### config.mk
export PLATFORM = sky130hd
export DESIGN_NAME = t09_sound_event_arbiter
export DESIGN_NICKNAME = d
export VERILOG_FILES = /design/src/rtl/t09_sound_event_arbiter.sv
export SDC_FILE = /design/constraint.sdc
export NUM_CORES = 1
export LEC_CHECK = 0
export CORE_MARGIN = 2
export CORE_UTILIZATION = 50
export CTS_CLUSTER_SIZE = 16
export DETAILED_ROUTE_END_ITERATION = 6
export PLACE_DENSITY = 0.75
export SKIP_LAST_GASP = 1
export SLEW_MARGIN = 25
export SYNTH_ARGS = -nofsm -noshare
export SYNTH_HDL_FRONTEND = slang
export SYNTH_SLANG_ARGS = --single-unit
### constraint.sdc
create_clock -name clk -period 2.1 [get_ports clk]
set_input_delay 0.63 -clock clk [delete_from_list [all_inputs] [get_ports clk]]
set_output_delay 0.63 -clock clk [all_outputs]
set_load 0.02 [all_outputs]
### src/rtl/t09_sound_event_arbiter.sv
// Sound-event front end: edge-detects per-channel event levels, queues them as
// pending requests and plays one fixed-length tone window at a time, channel 0 first.
module t09_sound_event_arbiter #(
  parameter int NUM_CH   = 2,
  parameter int DURATION = 4,
  parameter int PREEMPT  = 1
) (
  input  logic              clk,
  input  logic              nRst,
  input  logic [NUM_CH-1:0] event_i,
  input  logic              mute_i,
  output logic [NUM_CH-1:0] active_o,
  output logic              busy_o,
  output logic              done_o,
  output logic [NUM_CH-1:0] pending_o
);

  localparam int CW = (DURATION > 1) ? $clog2(DURATION) : 1;
  localparam logic [CW-1:0] CNT_MAX = CW'(DURATION - 1);

  typedef enum logic {IDLE, PLAY} state_t;

  state_t            state_q, state_d;
  logic [NUM_CH-1:0] s_q, s_d;
  logic [NUM_CH-1:0] p_q, p_d;
  logic [NUM_CH-1:0] pend_q, pend_d;
  logic [NUM_CH-1:0] active_q, active_d;
  logic [CW-1:0]     cnt_q, cnt_d;
  logic              done_q, done_d;

  logic [NUM_CH-1:0] edges;
  logic [NUM_CH-1:0] req;
  logic [NUM_CH-1:0] grant;
  logic [NUM_CH-1:0] higher_mask;

  always_comb begin
    s_d         = event_i;
    p_d         = s_q;
    edges       = s_q & ~p_q;
    req         = pend_q | edges;
    // Isolate the lowest set bit: that is the highest-priority requester.
    grant       = req & (~req + NUM_CH'(1));
    higher_mask = active_q - NUM_CH'(1);

    state_d  = state_q;
    pend_d   = req;
    active_d = active_q;
    cnt_d    = cnt_q;
    done_d   = 1'b0;

    case (state_q)
      IDLE: begin
        if (mute_i) begin
          pend_d = '0;
        end else if (|req) begin
          active_d = grant;
          pend_d   = req & ~grant;
          cnt_d    = CNT_MAX;
          state_d  = PLAY;
        end
      end
      PLAY: begin
        if (mute_i) begin
          active_d = '0;
          pend_d   = '0;
          state_d  = IDLE;
        end else if (|(edges & active_q)) begin
          cnt_d  = CNT_MAX;
          pend_d = pend_q | (edges & ~active_q);
        end else if ((PREEMPT != 0) && (|(req & higher_mask))) begin
          // The aborted channel is simply dropped; it is never re-pended.
          active_d = grant;
          pend_d   = req & ~grant;
          cnt_d    = CNT_MAX;
        end else if (cnt_q == '0) begin
          done_d = 1'b1;
          if (|req) begin
            active_d = grant;
            pend_d   = req & ~grant;
            cnt_d    = CNT_MAX;
          end else begin
            active_d = '0;
            state_d  = IDLE;
          end
        end else begin
          cnt_d = cnt_q - CW'(1);
        end
      end
      default: begin
        active_d = '0;
        state_d  = IDLE;
      end
    endcase
  end

  always_ff @(posedge clk or negedge nRst) begin
    if (!nRst) begin
      state_q  <= IDLE;
      s_q      <= '0;
      p_q      <= '0;
      pend_q   <= '0;
      active_q <= '0;
      cnt_q    <= '0;
      done_q   <= 1'b0;
    end else begin
      state_q  <= state_d;
      s_q      <= s_d;
      p_q      <= p_d;
      pend_q   <= pend_d;
      active_q <= active_d;
      cnt_q    <= cnt_d;
      done_q   <= done_d;
    end
  end

  assign active_o  = active_q;
  assign busy_o    = |active_q;
  assign done_o    = done_q;
  assign pending_o = pend_q;

endmodule

==> impl_metrics.py <==
metrics = {
    "sta": {
        "fin_skew_ns": 0.000887,
        "hold_viol_final": 0,
        "final_max_slew_viol_count": 0,
        "max_slew_margin": 0.495,
        "whs_ns": 0.386,
        "fin_crit_sh": 0.951,
        "fin_setup_tns_ns": 0,
        "tightest_slew_ns": 0.757,
        "max_freq_ghz": 0.501,
        "period_needed_ns": 2.00,
        "rsz0062_at_grt": "false",
        "setup_violations": 0,
    },
    "floorplanning": {
        "dieArea_um2": 1710,
        "die_y_um": 41.3,
        "pin_count": 11,
        "chipWidth_um": 41.3,
        "core_area_um2": 1300,
        "start_util": 0.535,
        "row_count": 13,
    },
    "drt": {
        "routed_wl_um": 1540,
        "drtIter0Drc": 23,
        "drtPass1Iterations": 4,
        "wire_per_inst_um": 15.1,
        "via_per_inst": 6.04,
        "drc": 0,
        "ant_nets": 0,
        "vias": 616,
    },
    "run": {
        "cap_violations": 0,
    },
    "placement": {
        "hpwl_um": 1190,
        "gp_congestion": 0.893,
        "io_buffers": 10,
        "dp_cells": 98,
    },
    "grt": {
        "grt_pass1_wl_um": 2440,
        "grt_max_degree": 13,
        "grt-ovfl-total": 0,
        "grt_pass1_vias": 530,
        "antenna_found_initial": 0,
        "grt_usage": 0.226,
    },
    "setup_path": {
        "reg2reg_depth": 6,
        "endpoint_kind": "output port",
        "startpoint_type": "register",
        "slowest_stage": "clkdlybuf4s50_1",
        "worstPathCellList": "buf_4, clkdlybuf4s50_1",
        "max_stage_delay_ns": 0.59,
        "critPathKind": "reg -> out",
        "critPathMaxFanout": 5,
        "required_ns": 1.47,
        "crit_arrival_ns": 1.37,
    },
    "clock_tree": {
        "hold_buffers": 0,
        "cts_root_buffer": "clkbuf_4",
        "cts.sinks": 12,
        "numCtsBuffers": 3,
        "cts.clk_slew.worst_paths_ns": 0.08,
        "cts_buffer_depth": 2,
        "clk-insertion-delay-late_ns": 0.27,
        "cts.htree.levels": 1,
        "post_cts_buffers": 0,
        "tritoncts": "done",
    },
    "layout": {
        "antenna_cells": 0,
        "area_delta_synth_final_pct": 25.2,
        "final_net_count": 94,
        "layout-drive-gt1-share": 0.184,
        "fin_cells": 102,
    },
    "synthesis": {
        "synth_area_leaders": "dfrtp_1 (43%), a21oi_1 (4.3%), inv_1 (4.3%)",
        "ys_warn_count": 0,
        "synth_top_area_cell": "dfrtp_1",
        "syn_avg_cell_area_um2": 9.80,
        "synth_top_area_frac": 0.432,
        "yosysSeqAreaShare": 0.432,
        "syn_nets": 77,
        "ys_types": 35,
        "synth_area_um2": 696,
        "ys_ff_latch": 12,
        "syn_inst": 71,
    },
    "pwr": {
        "powerDensity_nw_per_um2": 1090,
        "peakVddDrop_v": 0.000597,
        "p_leak_nw": 0.388,
        "total_power_w": 0.000945,
    },
    "min_path": {
        "hold_path.class": "reg -> reg",
        "whs_path_depth": 0,
    },
    "status": {
        "status": "finished, final reports clean",
    },
}
area by class of cell:
type	instances	area, µm²
tap	15	18.8
timing repair buffer	14	129
fill	120	430
multi-input combinational	49	357
clock buffer	4	36.3
sequential	12	300
inverter	8	30.0
cell families after synthesis:
logic type / Yosys count / synth area share
buffers and inverters: 10 / 0.0557
flip-flops: 12 / 0.432
AO/OA/AOI/OAI: 28 / 0.320
AND/OR/NAND/NOR: 20 / 0.174
adder cells (fa/ha/maj): 1 / 0.0180
synth_stat cells:
cell type  instances
dfrtp_1           12
inv_1              8
a21oi_1            6
nor2_1             4
o21ai_0            4
o211ai_1           3
nand2_1            2
nand3_1            2
nand3b_1           2
nor3_1             2
o311a_1            2
a2111oi_2          1
a211o_1            1
a211oi_2           1
a211oi_4           1
a21o_2             1
a22oi_1            1
a2bb2oi_1          1
a31oi_1            1
and2b_1            1
and3b_1            1
buf_2              1
clkbuf_1           1
ha_1               1
nand2b_1           1
nor2_2             1
nor2b_1            1
nor2b_2            1
nor3b_1            1
nor4_2             1
o211a_1            1
o21ai_2            1
o21bai_1           1
o22a_1             1
o31ai_1            1
power by group:
group          switching (W)  leakage (nW)  total, W  internal, W
Clock              0.0000774        0.0210  0.000183     0.000105
Sequential         0.0000555         0.148  0.000329     0.000273
Combinational       0.000237         0.219  0.000433     0.000197
Total               0.000369         0.388  0.000945     0.000575
routing by layer:
layer | up-vias | part of all wire | global-route usage | routed length, µm
li1 | 292 | - | - | -
met1 | 297 | 0.44 | 0.322 | 673
met2 | 27 | 0.50 | 0.355 | 763
met3 | 0 | 0.067 | 0.0479 | 104
met4 | 0 | 0 | 0.0484 | 0
met5 | - | 0 | 0 | 0
state kept, by name, indices dropped and copies added (netlist names):
signal,count
state_q,1
p_d,2
done_o,1
pending_o,2
p_q,2
cnt_q,2
active_o,2
critical path, delay by kind of cell (launching register included):
family	cells	cell delay (ns)
flops	1	0.37
buf+inv	2	0.73
worst paths after layout:
path	start	endpoint	slack [ns]
worst max-delay path	active_o[1]$_DFFE_PN0P_	active_o[1]	0.10
worst min-delay path	p_d[0]$_DFF_PN0_	p_q[0]$_DFF_PN0_	0.39
worst max register to register	active_o[0]$_DFFE_PN0P_	pending_o[0]$_DFF_PN0_	0.22
worst min register to register	p_d[0]$_DFF_PN0_	p_q[0]$_DFF_PN0_	0.39
max in group asynchronous	nRst	active_o[1]$_DFFE_PN0P_	1.05
min in group asynchronous	nRst	p_d[0]$_DFF_PN0_	0.70
per-stage QoR:
stage	worst slack [ns]	util	area (µm²)
after CTS	0.0877	0.669	871
after global routing	0.0504	0.669	871
after floorplan	0.168	-	696
after detailed placement	0.161	0.642	836
after global placement	0.218	0.642	836
final	0.102	0.669	871
layout by cell type (no fill, tap or decap), drive strengths merged, types with 2 or more instances in the layout:
cell           count
inv                8
a21oi              6
a211oi             2
nor3               2
nand2              2
o21ai              5
nand3b             2
clkdlybuf4s50      9
buf                4
o311a              2
clkbuf             4
o211ai             3
nor2               5
nand3              2
dfrtp             12
nor2b              2
repair_timing:
action,CTS,global route
endpoints found under the setup margin,1,0
resized for setup,1,0
hold endpoints to repair,0,0
Note: power is estimated with default switching activity, not from simulation.
